## src/rtl/triangle_channel.sv

```systemverilog
// Triangle channel: timer-clocked sequencer gated by linear and length counters, registered ramp output.
// Optional ULTRASONIC_MUTE_EN: periods below 2 hold tri_out at the mid level.
module triangle_channel #(
    parameter int unsigned TIMER_W  = 11,
    parameter int unsigned SEQ_BITS = 5,
    parameter int unsigned LIN_W    = 7,
    parameter int unsigned LEN_W    = 8
) (
    input  logic                  clk,
    input  logic                  rst_n,
    input  logic                  timer_tick,
    input  logic                  enable_240hz,
    input  logic                  enable_120hz,
    input  logic                  channel_en,
    input  logic                  linear_control,
    input  logic [LIN_W-1:0]      linear_preset,
    input  logic [TIMER_W-1:0]    period,
    input  logic [4:0]            length_select,
    input  logic                  wr_period_hi,
    output logic [SEQ_BITS-2:0]   tri_out,
    output logic                  length_active
);

`ifdef ULTRASONIC_MUTE_EN
    localparam logic [SEQ_BITS-2:0] MUTE_LEVEL = (SEQ_BITS-1)'(1) << (SEQ_BITS-2);
`endif

    logic [TIMER_W-1:0]  timer_cnt;
    logic [SEQ_BITS-1:0] seq;
    logic [LIN_W-1:0]    lin_cnt;
    logic [LEN_W-1:0]    len_cnt;
    logic [LEN_W-1:0]    len_next;
    logic                reload_flag;
    logic                step;
    logic [SEQ_BITS-2:0] ramp;

    function automatic logic [7:0] length_lut(input logic [4:0] idx);
        case (idx)
            5'd0:  length_lut = 8'h0A;  5'd1:  length_lut = 8'hFE;
            5'd2:  length_lut = 8'h14;  5'd3:  length_lut = 8'h02;
            5'd4:  length_lut = 8'h28;  5'd5:  length_lut = 8'h04;
            5'd6:  length_lut = 8'h50;  5'd7:  length_lut = 8'h06;
            5'd8:  length_lut = 8'hA0;  5'd9:  length_lut = 8'h08;
            5'd10: length_lut = 8'h3C;  5'd11: length_lut = 8'h0A;
            5'd12: length_lut = 8'h0E;  5'd13: length_lut = 8'h0C;
            5'd14: length_lut = 8'h1A;  5'd15: length_lut = 8'h0E;
            5'd16: length_lut = 8'h0C;  5'd17: length_lut = 8'h10;
            5'd18: length_lut = 8'h18;  5'd19: length_lut = 8'h12;
            5'd20: length_lut = 8'h30;  5'd21: length_lut = 8'h14;
            5'd22: length_lut = 8'h60;  5'd23: length_lut = 8'h16;
            5'd24: length_lut = 8'hC0;  5'd25: length_lut = 8'h18;
            5'd26: length_lut = 8'h48;  5'd27: length_lut = 8'h1A;
            5'd28: length_lut = 8'h10;  5'd29: length_lut = 8'h1C;
            5'd30: length_lut = 8'h20;  default: length_lut = 8'h1E;
        endcase
    endfunction

    always_comb begin
        step = timer_tick && (timer_cnt == '0);
        ramp = seq[SEQ_BITS-1] ? seq[SEQ_BITS-2:0] : ~seq[SEQ_BITS-2:0];
    end

    // Load beats the half-frame decrement; a disabled channel overrides both.
    always_comb begin
        len_next = len_cnt;
        if (!channel_en)
            len_next = '0;
        else if (wr_period_hi)
            len_next = LEN_W'(length_lut(length_select));
        else if (enable_120hz && !linear_control && (len_cnt != '0))
            len_next = len_cnt - LEN_W'(1);
    end

    always_ff @(posedge clk) begin
        if (!rst_n) begin
            timer_cnt     <= '0;
            seq           <= '0;
            lin_cnt       <= '0;
            len_cnt       <= '0;
            reload_flag   <= 1'b0;
            tri_out       <= '0;
            length_active <= 1'b0;
        end else begin
            if (timer_tick)
                timer_cnt <= (timer_cnt == '0) ? period : timer_cnt - TIMER_W'(1);

            if (step && (lin_cnt != '0) && (len_cnt != '0))
                seq <= seq + SEQ_BITS'(1);

            // Counter action sees the flag value from before this cycle's write.
            if (enable_240hz) begin
                if (reload_flag)
                    lin_cnt <= linear_preset;
                else if (lin_cnt != '0)
                    lin_cnt <= lin_cnt - LIN_W'(1);
            end

            if (wr_period_hi)
                reload_flag <= 1'b1;
            else if (enable_240hz && !linear_control)
                reload_flag <= 1'b0;

            len_cnt       <= len_next;
            length_active <= (len_next != '0);

`ifdef ULTRASONIC_MUTE_EN
            tri_out <= (period < TIMER_W'(2)) ? MUTE_LEVEL : ramp;
`else
            tri_out <= ramp;
`endif
        end
    end

endmodule

```

## config.mk

```make
export PLATFORM = sky130hd
export DESIGN_NAME = triangle_channel
export DESIGN_NICKNAME = d
export VERILOG_FILES = /design/src/rtl/triangle_channel.sv
export SDC_FILE = /design/constraint.sdc
export NUM_CORES = 1
export LEC_CHECK = 0
export ABC_AREA = 1
export BUFFER_PORTS_ARGS = -buffer_cell sky130_fd_sc_hd__buf_2
export CAP_MARGIN = 10
export CORE_ASPECT_RATIO = 0.9
export CORE_MARGIN = 3
export CORE_UTILIZATION = 52
export CTS_CLUSTER_SIZE = 8
export DETAILED_ROUTE_END_ITERATION = 10
export PLACE_DENSITY = 0.76
export SKIP_CTS_REPAIR_TIMING = 1
export SYNTH_ARGS = -nofsm -noshare
export SYNTH_HDL_FRONTEND = slang
export SYNTH_SLANG_ARGS = --single-unit
```

## constraint.sdc

```tcl
create_clock -name clk -period 1.59 [get_ports clk]
set_input_delay 0.159 -clock clk [delete_from_list [all_inputs] [get_ports clk]]
set_output_delay 0.159 -clock clk [all_outputs]
set_load 0.02 [all_outputs]
```

# After elaboration in Yosys (flattened, before gate mapping)
# Memory sizes are Yosys's and may differ from the RTL's.
# Index checks and enable logic that the tools add are counted.
# W data, S select, Z words.
[classes]
add_sub_neg = 4
mux = 9
bitwise_logic = 1
reduce_logical = 14
[ops]
columns = ["op", "n"]
rows = [
  ["$mux W8", 3],
  ["$reduce_bool A8 Y1", 2],
  ["$mux W7", 2],
  ["$logic_not A11 Y1", 1],
  ["$mux W11", 1],
  ["$sub A11 B1 Y11 const B", 1],
  ["$sub A8 B1 Y8 const B", 1],
  ["$reduce_bool A7 Y1", 1],
  ["$sub A7 B1 Y7 const B", 1],
  ["$logic_and A1 B1 Y1", 6],
  ["$add A5 B1 Y5 const B", 1],
  ["$mux W4", 1],
  ["$not A4 Y4", 1],
  ["$reduce_bool A2 Y1", 2],
  ["$mux W1", 2],
  ["$reduce_and A2 Y1", 1],
  ["$logic_not A1 Y1", 1],
]
[totals]
regBits = 37
rom_bits = 224
input_bits = 31
output_inout_bits = 5
elab_cells = 36
mem_count = 1
[memory_table]
columns = ["name", "depth", "width", "read_ports", "rd_clocked_by_memory_dff", "wr", "line_no", "text"]
rows = [
  ["(no name shown)", 32, 7, 1, 0, 0, "38", "case (idx)"],
]

# Depth between registers and ports, before layout
# Gate-level depths: netlist of run 1.
[depth]
word_depth = 7
mapped_depth = 13
depth_no_buf = 13

# Worst setup path before layout of run 1
# Ideal clock, no wire load.
[synth_timing]
kind = "reg2reg"
startpoint = "register timer_cnt[0]"
endpoint = "register timer_cnt[9]"
setup_time_ps = 132
arrival_time_ps = 1359
t_required_ps = 1458
slack_ps = 99
path_stages_with_launch = 9
path_buffers = 0
period_less_slack_ps = 1491
cell_sequence = "dfxtp_1 > inv_1 > ha_1 > nand4_1 > nor2_2 > nand3_4 > or2_2 > nand3_1 > a21oi_1"
[synth_between]
elab_chain_cells = 2
word_cells_on_any_way = 3
classes_between = "add/sub: 1; mux: 1; reduce/logical: 1"
[synth_lines]
columns = ["item", "line_no", "text"]
rows = [
  ["start, declared", "28", "logic [TIMER_W-1:0] timer_cnt;"],
  ["start signal, assigned", "85", "timer_cnt <= (timer_cnt == '0) ? period : timer_cnt - TIMER_W'(1);"],
  ["$sub A11 B1 Y11 or $logic_not A11 Y1 (tied branches)", "85", ""],
  ["$mux W11 (*)", "85", ""],
]
# Mark *: on every way between the ends. The rest lies on a longest branch, timed or not.
# A chain may end at the register's enable or synchronous reset.

# Final worst setup path of run 1
[layout_timing]
startpoint = "register timer_cnt[1]"
endpoint = "register timer_cnt[8]"
# The elaborated chain is that of the path after synthesis.

==> results.md, run 1 <==
- CP required: 1770 ps
- HPWL Detailed: 4460 um
- Initial antenna violation count: 0
- Critical setup path kind: reg2reg
- Starting Density: 55.4%
- IO buf count: 35
- YS warnings: 0
- Mapped Area: 0.00255 mm^2
- Die area: 0.00579 mm^2
- I/O pin count: 36
- Fin. max-slew vios: 0
- DP Area: 0.00287 mm^2
- Syn_nets: 433
- Fmax achieved: 604 MHz
- DRT Pass-1 Iters: 5
- Wire per inst: 11.9 um
- Total of max-cap violations: 0
- Post-layout min period: 1650 ps
- Largest net degree at the start of global routing: 17
- Crit start category: flop
- Site row count: 23
- Reg2reg start: timer_cnt[1]
- Switch Pwr: 0.00147 W
- Crit-path cells: inv_2 -> ha_4 -> nand4_1 -> nor2_2 -> nand3_4 -> buf_6 -> buf_6 -> o211ai_1 -> a21oi_1
- Hold Path Class: in2reg
- Comb power frac: 47.9%
- Reg-to-reg endpoint: timer_cnt[8]
- Failing checks: negative setup slack
- Maximum vdd drop: 604 uV
- Overflow after GRT: 0
- Total power: 0.00363 W
- Internal: 0.00216 W
- End point of the critical path: timer_cnt[8]
- Hold WS: 76.1 ps
- CTS root buffer: clkbuf_8
- Clock power share: 17.9%
- First-pass GRT wire length: 9850 um
- Setup-failing EPs final: 4
- GP Congestion: 0.935
- Clk_skew: 7.71 ps
- Antenna-violating nets left: 0
- Setup crit end kind: flop
- RSZ-0062 raised after global routing: true
- Mean Syn Cell Area: 6.54 um^2
- CP most frequent cell: buf_6
- Die width: 79.9 um
- Diodes inserted: 0
- CTS tree: built
- Clk slew on worst S/H paths: 80 ps
- DRC errors left: 0
- FF-to-FF path depth: 9
- PwrDens: 1180 mW/mm^2
- Die Ht: 72.5 um
- Distinct cells, synth: 38
- Skew-Pair Late Insertion Delay: 300 ps
- Ranking of synthesized cells by area: dfxtp_1 29%, nand2_1 16%, nand3_1 6.9%
- Share of the synthesized area in the top cell type: 29.0%
- Critical Path AT: 1830 ps
- DRT iter0 DRCs: 193
- Setup TNS Final: -153 ps
- Vias: 2599
- Switching part of the total: 40.6%
- Seq cells post-synth: 37
- CP max-delay cell: dfxtp_2
- Flop-to-flop setup slack: -60 ps
- Crit path launch: timer_cnt[1]
- Worst slew pin tran: 340 ps
- Outcome: finished, violations left
- Finished Cell Area: 0.00307 mm^2
- Total GRT Usage: 21.1%
- Number of global-route vias before repair: 2239
- Worst-case clock buffer depth: 2
- CTS sink cnt: 37
- H-tree levels: 2
- Total CTS buffers: 5
- Area leader, netlist: dfxtp_1
- Commonest non-fill, non-tap cells in the layout: 103 x nand2_1, 39 x inv_1, 35 x nand3_1, 35 x buf_2, 33 x a21oi_1
- Slowest Stage Delay on Critical Path: 330 ps
- Mean number of vias per cell: 5.13
- Syn Inst Count: 390
- Tcrit/Tclk final: 104%
- Most common cell after layout, fill and taps aside: nand2_1
- Core area: 0.00460 mm^2
- Max_slew headroom: 77.2%
- DRT Wirelength: 6040 um
- CP Max Fanout: 7
- Leak pwr: 1.49 nW
- Seq/Total Area, Yosys: 29.0%
- Fraction of layout cells with a size suffix above 1: 24.5%
- Syn-to-layout area delta: 20.2%
- Seq pwr share: 34.1%
- Hold Violations, Final: 0
- Min setup slack post-route: -64.4 ps
- Post-layout util: 66.6%
- Final Net Count: 487
==> logic make-up (layout without fill, tap and decap cells) <==
group                      Yosys count  count (layout)  synth area share (%)
AOI/OAI and AO/OA                   67              67                  14.4
xor gates and xnor gates            12              12                  4.12
adders and majority gates           12              12                  5.88
buffers and inverters               58             112                  9.26
DFF                                 37              37                  29.0
and+or+nand+nor                    204             205                  37.4
==> through the flow <==
stage	worst slack, ps	std cells
finish	-64.4	507
global route	-169	507
detailed placement	-45.8	491
CTS	-57.6	499
floorplan	98.5	390
global placement	29.8	491
==> critical path, delay by kind of cell (launching register included) <==
family | cells | cell delay [ps]
adders and majority gates | 1 | 140
DFF | 1 | 330
AOI/OAI and AO/OA | 2 | 240
buffers and inverters | 3 | 330
and+or+nand+nor | 3 | 490
==> flip-flops by register name (all words and copies together) (netlist names) <==
signal	count
length_active	1
lin_cnt	7
len_cnt	8
seq	5
tri_out	4
reload_flag	1
timer_cnt	11
==> cell usage after synthesis, drive strengths merged <==
cell type	count
nand2	111
inv	46
nor2	43
dfxtp	37
nand3	36
a21oi	34
o21ai	20
ha	12
xor2	9
nand4	7
buf	6
o211ai	6
a31oi	5
clkbuf	4
nand3b	3
xnor2	3
clkinv	2
nor3	2
a221oi	1
nor4	1
o21bai	1
or2	1
==> power groups by stage <==
stage	logic, W	clock network [W]	registers [W]
global route	0.00195	0.000704	0.00126
floorplan	0.00113	0	0.00123
finish	0.00174	0.000651	0.00124
global placement	0.00145	0	0.00124
CTS	0.00149	0.000665	0.00123
detailed placement	0.00148	0	0.00125
==> routing by layer <==
layer | vias up | wire [um] | track usage (%)
met3 | 5 | 354 | 4.22
met1 | 1141 | 2790 | 28.5
li1 | 1375 | - | -
met5 | - | 0 | 0
met4 | 0 | 52 | 6.38
met2 | 78 | 2850 | 34.1
==> cell type report <==
| cell class | instances | area [um^2] |
|---|---|---|
| fillers | 413 | 1540 |
| clock buffers | 6 | 72.6 |
| repair buffers | 56 | 353 |
| clock inverters | 2 | 10.0 |
| flip-flops and latches | 37 | 749 |
| multi-input cells | 296 | 1620 |
| inverters | 48 | 184 |
| well taps | 62 | 77.6 |
==> worst min-delay path by stage <==
stage / startpoint / endpoint / slack, ps / depth (start not counted)
2_1_floorplan: rst_n / seq[3] / 280 / 2
3_3_place_gp: period[6] / timer_cnt[6] / 370 / 3
3_5_place_dp: period[6] / timer_cnt[6] / 380 / 3
4_1_cts: period[6] / timer_cnt[6] / 70 / 3
5_1_grt: period[6] / timer_cnt[6] / 100 / 3
6_report: period[6] / timer_cnt[6] / 80 / 3
No activity file was read; power rests on OpenSTA's default activity.
==> run 2: changes to the inputs <==
Settings changed: CTS_CLUSTER_DIAMETER set to 80, TNS_END_PERCENT set to 1.
==> run 2 against run 1 <==
Compared with the run above:
- the flow still finishes with violations (negative setup slack)
- die area stayed put
- via count is 1.2% lower
- non-clock buffer count is 2 lower
- critical path depth stayed put
- first-iteration DRC count is 27% lower
- global-route usage stayed put
- register-to-register slack better by 30 ps
- highest routed layer unchanged
==> results.md, run 2 (synthesis results as in run 1) <==
- Outcome: finished, violations left
- Failing checks: negative setup slack
- Clk_skew: 7.85 ps (+0.135 ps)
- Post-layout min period: 1630 ps (-28.9 ps)
- Setup WS pre-CTS: -45.8 ps (unchanged)
- Maximum vdd drop: 591 uV (-2.2%)
- Crit start category: flop
- Hold Path Depth: 3 (unchanged)
- CP required: 1770 ps (about the same)
- DRT Wirelength: 5960 um (-1.3%)
- CTS sink cnt: 37 (unchanged)
- CTS tree: built
- Antenna-violating nets left: 0 (unchanged)
- Hold WS: 76.7 ps (+0.540 ps)
- CTS root buffer: clkbuf_8
- Hold Path Class: in2reg
- Worst slew pin tran: 322 ps (-18.6 ps)
- Die area: 0.00579 mm^2 (unchanged)
- FF-to-FF path depth: 9 (unchanged)
- PwrDens: 1180 mW/mm^2 (-0.37%)
- Min setup slack post-route: -35.5 ps (+28.9 ps)
- Overflow after GRT: 0 (unchanged)
- Die Ht: 72.5 um (unchanged)
- Commonest non-fill, non-tap cells in the layout: 104 x nand2_1, 39 x inv_1, 35 x nand3_1, 35 x buf_2, 33 x a21oi_1
- Reg-to-reg endpoint: timer_cnt[8]
- Largest net degree at the start of global routing: 17 (unchanged)
- Critical setup path kind: reg2reg
- Most flop-heavy register: timer_cnt
- Max_slew headroom: 78.3% (+1.1 points)
- DRT Pass-1 Iters: 5 (unchanged)
- Site row count: 23 (unchanged)
- Hold Path Sink: timer_cnt[6]
- Setup-failing EPs final: 2 (-2)
- Clk slew on worst S/H paths: 80 ps (about the same)
- Mean number of vias per cell: 5.09 (-0.76%)
- Vias: 2569 (-1.2%)
- Setup TNS Final: -39.7 ps (+113 ps)
- Total CTS buffers: 5 (unchanged)
- DRC errors left: 0 (unchanged)
- Setup crit end kind: flop
- Total GRT Usage: 21.1% (unchanged)
- Hold Violations, Final: 0 (unchanged)
- Reg2reg start: timer_cnt[1]
- Fraction of layout cells with a size suffix above 1: 23.3% (-1.2 points)
- Skew-Pair Late Insertion Delay: 300 ps (about the same)
- CP Max Fanout: 7 (unchanged)
- IO buf count: 35 (unchanged)
- Max reg flops: 11 (unchanged)
- Tcrit/Tclk final: 102% (-1.8 points)
- DRT iter0 DRCs: 141 (-27%)
- HPWL Detailed: 4460 um (unchanged)
- Fmax achieved: 615 MHz (+1.8%)
- Fin. max-slew vios: 0 (unchanged)
- First-pass GRT wire length: 9850 um (unchanged)
- I/O pin count: 36 (unchanged)
- Most common cell after layout, fill and taps aside: nand2_1
- Largest registers: timer_cnt: 11 flops, len_cnt: 8 flops, lin_cnt: 7 flops
- Flop-to-flop setup slack: -40 ps (+30 ps)
- Leak pwr: 1.48 nW (-0.75%)
- H-tree levels: 2 (unchanged)
- Die width: 79.9 um (unchanged)
- Diodes inserted: 0 (unchanged)
- HP Start: period[6]
- Wire per inst: 11.8 um (-0.95%)
- Starting Density: 55.4% (unchanged)
- Final Net Count: 485 (-0.41%)
- Syn-to-layout area delta: 19.1%
- Number of global-route vias before repair: 2239 (unchanged)
- Initial antenna violation count: 0 (unchanged)
- Total of max-cap violations: 0 (unchanged)
- Critical Path AT: 1800 ps (-30 ps)
- Worst-case clock buffer depth: 2 (unchanged)
- RSZ-0062 raised after global routing: true
- Post-layout util: 66.0% (-0.62 points)
- GP Congestion: 0.935 (unchanged)
- Core area: 0.00460 mm^2 (unchanged)
==> run 2: cell count changes in the layout (fill, tap and decap cells not counted), sizes merged <==
cell / delta
buf: -2
==> run 2: worst max path at each step <==
stage | to | slack, ps | startpoint | cells after the start
finish | timer_cnt[8] | -40 | timer_cnt[1] | 9
global route | timer_cnt[8] | -150 | timer_cnt[1] | 9
CTS | seq[3] | -60 | timer_cnt[0] | 11
detailed placement | seq[3] | -50 | timer_cnt[0] | 11
global placement | timer_cnt[5] | 30 | timer_cnt[0] | 9
floorplan | timer_cnt[9] | 100 | timer_cnt[0] | 8
==> run 2: metrics by stage <==
step / std cells / instance area [um^2] / power [W]
after floorplan: 390 / 2550 / 0.00236
after global placement: 491 / 2870 / 0.00269
after detailed placement: 491 / 2870 / 0.00273
after CTS: 499 / 2950 / 0.00339
after global routing: 505 / 3040 / 0.00387
final: 505 / 3040 / 0.00358
==> run 2: worst max-delay path, stage by stage (launching register included) <==
cell and delay, ps:
dfxtp_2 330, inv_2 70, ha_4 140, nand4_1 120, nor2_2 200, nand3_4 130
buf_6 160, buf_6 110, o211ai_1 160, a21oi_1 80
==> run 2: power breakdown <==
group / internal, W / switching, W / leakage, nW
registers: 0.00108 / 0.000156 / 0.307
logic: 0.000756 / 0.000940 / 1.12
clock network: 0.000304 / 0.000344 / 0.0450
==> run 2: area by class of cell <==
type	count	area, um^2
multi-input combinational	296	1610
fill	417	1570
sequential	37	748
timing repair buffer	54	338
inverter	48	184
tap	62	77.6
clock buffer	6	72.6
clock inverter	2	10.0
==> run 2: metal layers <==
metal / vias to the layer above / wire length [um] / global-route usage [%]
met5: - / 0 / 0
met4: 0 / 52 / 6.38
met3: 5 / 321 / 4.22
met2: 71 / 2820 / 34.1
met1: 1126 / 2770 / 28.5
li1: 1367 / - / -
==> run 3: changes to the inputs <==
Settings changed: CORE_MARGIN 3 to not set.
==> run 3 against run 2 <==
Compared with the run above:
- the flow still finishes with violations (negative setup slack)
- count of clock-buffer cells in the layout unchanged
- sequential power about the same
- global-route usage up 1.8 points
- largest cell class unchanged
- final area up 1.2%
- first-iteration DRC count down 5.0%
- critical endpoint is now timer_cnt[5]
==> results.md, run 3 (synthesis results as in run 1) <==
- Most common cell after layout, fill and taps aside: nand2_1
- CTS sink cnt: 37 (unchanged)
- Syn-to-layout area delta: 20.4%
- Wire per inst: 11.6 um (-1.5%)
- Post-layout min period: 1650 ps (+19.6 ps)
- RSZ-0062 raised after global routing: true
- Initial antenna violation count: 0 (unchanged)
- Leak pwr: 1.47 nW (about the same)
- Critical setup path kind: reg2reg
- CP Max Fanout: 11 (+4)
- Final Net Count: 482 (-0.62%)
- Seq pwr share: 32.5% (-2.1 points)
- Internal: 0.00232 W (+8.1%)
- Antenna-violating nets left: 0 (unchanged)
- Post-layout util: 67.2% (+1.2 points)
- Diodes inserted: 0 (unchanged)
- PwrDens: 1230 mW/mm^2 (+4.5%)
- Overflow after GRT: 0 (unchanged)
- Min setup slack post-route: -55.1 ps (-19.6 ps)
- Total CTS buffers: 5 (unchanged)
- Core area: 0.00458 mm^2 (-0.63%)
- HPWL Detailed: 4140 um (-7.2%)
- Mean number of vias per cell: 5.19 (+2.0%)
- CP top delay family: simple AND/OR/NAND/NOR gates
- Switching part of the total: 38.8% (-1.4 points)
- Outcome: finished, violations left
- Die width: 75.9 um (-5.0%)
- Crit-path cells: inv_2 -> ha_4 -> nand4_1 -> nor2_2 -> nand3_4 -> buf_12 -> a31oi_2 -> o21ai_1 -> a21oi_1
- Crit start category: flop
- First-pass GRT wire length: 9080 um (-7.8%)
- Vias: 2606 (+1.4%)
- Switch Pwr: 0.00147 W (+2.1%)
- Total GRT Usage: 22.8% (+1.8 points)
- Site row count: 23 (unchanged)
- DRT iter0 DRCs: 134 (-5.0%)
- CP max-delay cell: dfxtp_2
- Fmax achieved: 608 MHz (-1.2%)
- Most flop-heavy register: timer_cnt
- CTS root buffer: clkbuf_8
- CP required: 1820 ps (+50 ps)
- Hold Path Class: in2reg
- DRT Wirelength: 5840 um (-2.1%)
- Die area: 0.00519 mm^2 (-10%)
- Clk slew on worst S/H paths: 80 ps (about the same)
- Total of max-cap violations: 0 (unchanged)
- Fin. max-slew vios: 0 (unchanged)
- CTS tree: built
- DRT Pass-1 Iters: 5 (unchanged)
- Max_slew headroom: 75.7% (-2.7 points)
- Fraction of layout cells with a size suffix above 1: 23.0% (-0.30 points)
- Die Ht: 68.5 um (-5.5%)
- GP Congestion: 0.949 (+1.5%)
- Comb power frac: 44.5% (-2.8 points)
- Number of global-route vias before repair: 2179 (-2.7%)
- CP bufs+invs: 2 (-1)
- Slowest Stage Delay on Critical Path: 330 ps (about the same)
- Max reg flops: 11 (unchanged)
- DRC errors left: 0 (unchanged)
- Largest registers: timer_cnt: 11 flops, len_cnt: 8 flops, lin_cnt: 7 flops
- IO buf count: 35 (unchanged)
- Setup crit end kind: flop
- Setup WS pre-CTS: -17.9 ps (+27.9 ps)
- Setup-failing EPs final: 3 (+1)
- I/O pin count: 36 (unchanged)
- Commonest non-fill, non-tap cells in the layout: 105 x nand2_1, 39 x inv_1, 35 x nand3_1, 35 x buf_2, 34 x dfxtp_1
- Critical Path AT: 1870 ps (+70 ps)
- Starting Density: 55.8% (+0.35 points)
- Largest net degree at the start of global routing: 20 (+3)
- Maximum vdd drop: 729 uV (+23%)
- Worst-case clock buffer depth: 2 (unchanged)
- Hold Violations, Final: 0 (unchanged)
- Worst slew pin tran: 364 ps (+42.9 ps)
- Skew-Pair Late Insertion Delay: 290 ps (about the same)
- Clock power share: 22.9% (+4.8 points)
- Tcrit/Tclk final: 103% (+1.2 points)
- Failing checks: negative setup slack
- Clk_skew: 6.27 ps (-1.58 ps)
- H-tree levels: 2 (unchanged)
[run 3: cell count changes in the layout (fill, tap and decap cells not counted), moves of 2 or more]
cell	delta
dfxtp_1	+3
clkinv_2	-3
dfxtp_2	-3
buf_6	-2
[run 3: power by group through the flow]
stage          Clock (W)  Sequential [W]  Combinational (W)
2_1_floorplan          0         0.00123            0.00113
3_3_place_gp           0         0.00124            0.00147
3_5_place_dp           0         0.00124            0.00149
4_1_cts         0.000874         0.00122            0.00151
5_1_grt         0.000911         0.00125            0.00187
6_report        0.000868         0.00123            0.00169
[run 3: final cells by class]
cell class              instances  area (um^2)
multi-input cells             296         1640
fillers                       398         1500
flip-flops and latches         37          744
repair buffers                 51          308
inverters                      48          185
clock buffers                   6         82.6
well taps                      62         77.6
clock inverters                 2         37.5
[run 3: final timing paths]
kind / from / to / slack (ps) / cells after the start
worst max-delay path: timer_cnt[1] / timer_cnt[5] / -60 / 9
worst min-delay path: period[6] / timer_cnt[6] / 100 / 3
worst max register to register: timer_cnt[1] / timer_cnt[5] / -60 / 9
worst min register to register: timer_cnt[10] / timer_cnt[10] / 470 / 2
[run 3: worst min-delay path: stages]
cell and delay [ps]:
buf_2 80, nor3_1 50, nor2_1 70
[run 3: metal layers]
| layer | share of wire [%] | GRT usage [%] |
|---|---|---|
| met5 | 0 | 0 |
| met4 | 0.81 | 4.86 |
| met3 | 5.7 | 3.98 |
| met2 | 46 | 40.0 |
| met1 | 47 | 29.1 |
[run 3: metrics by stage]
stage          TNS, ps  total power [W]  cell area, um^2  hold slack [ps]  cells
2_1_floorplan        0          0.00236             2550              280    390
3_3_place_gp         0          0.00271             2860              371    490
3_5_place_dp     -20.2          0.00273             2860              399    490
4_1_cts           -485          0.00361             2980             94.2    498
5_1_grt          -1400          0.00404             3070             94.7    502
6_report         -74.0          0.00379             3070             96.9    502
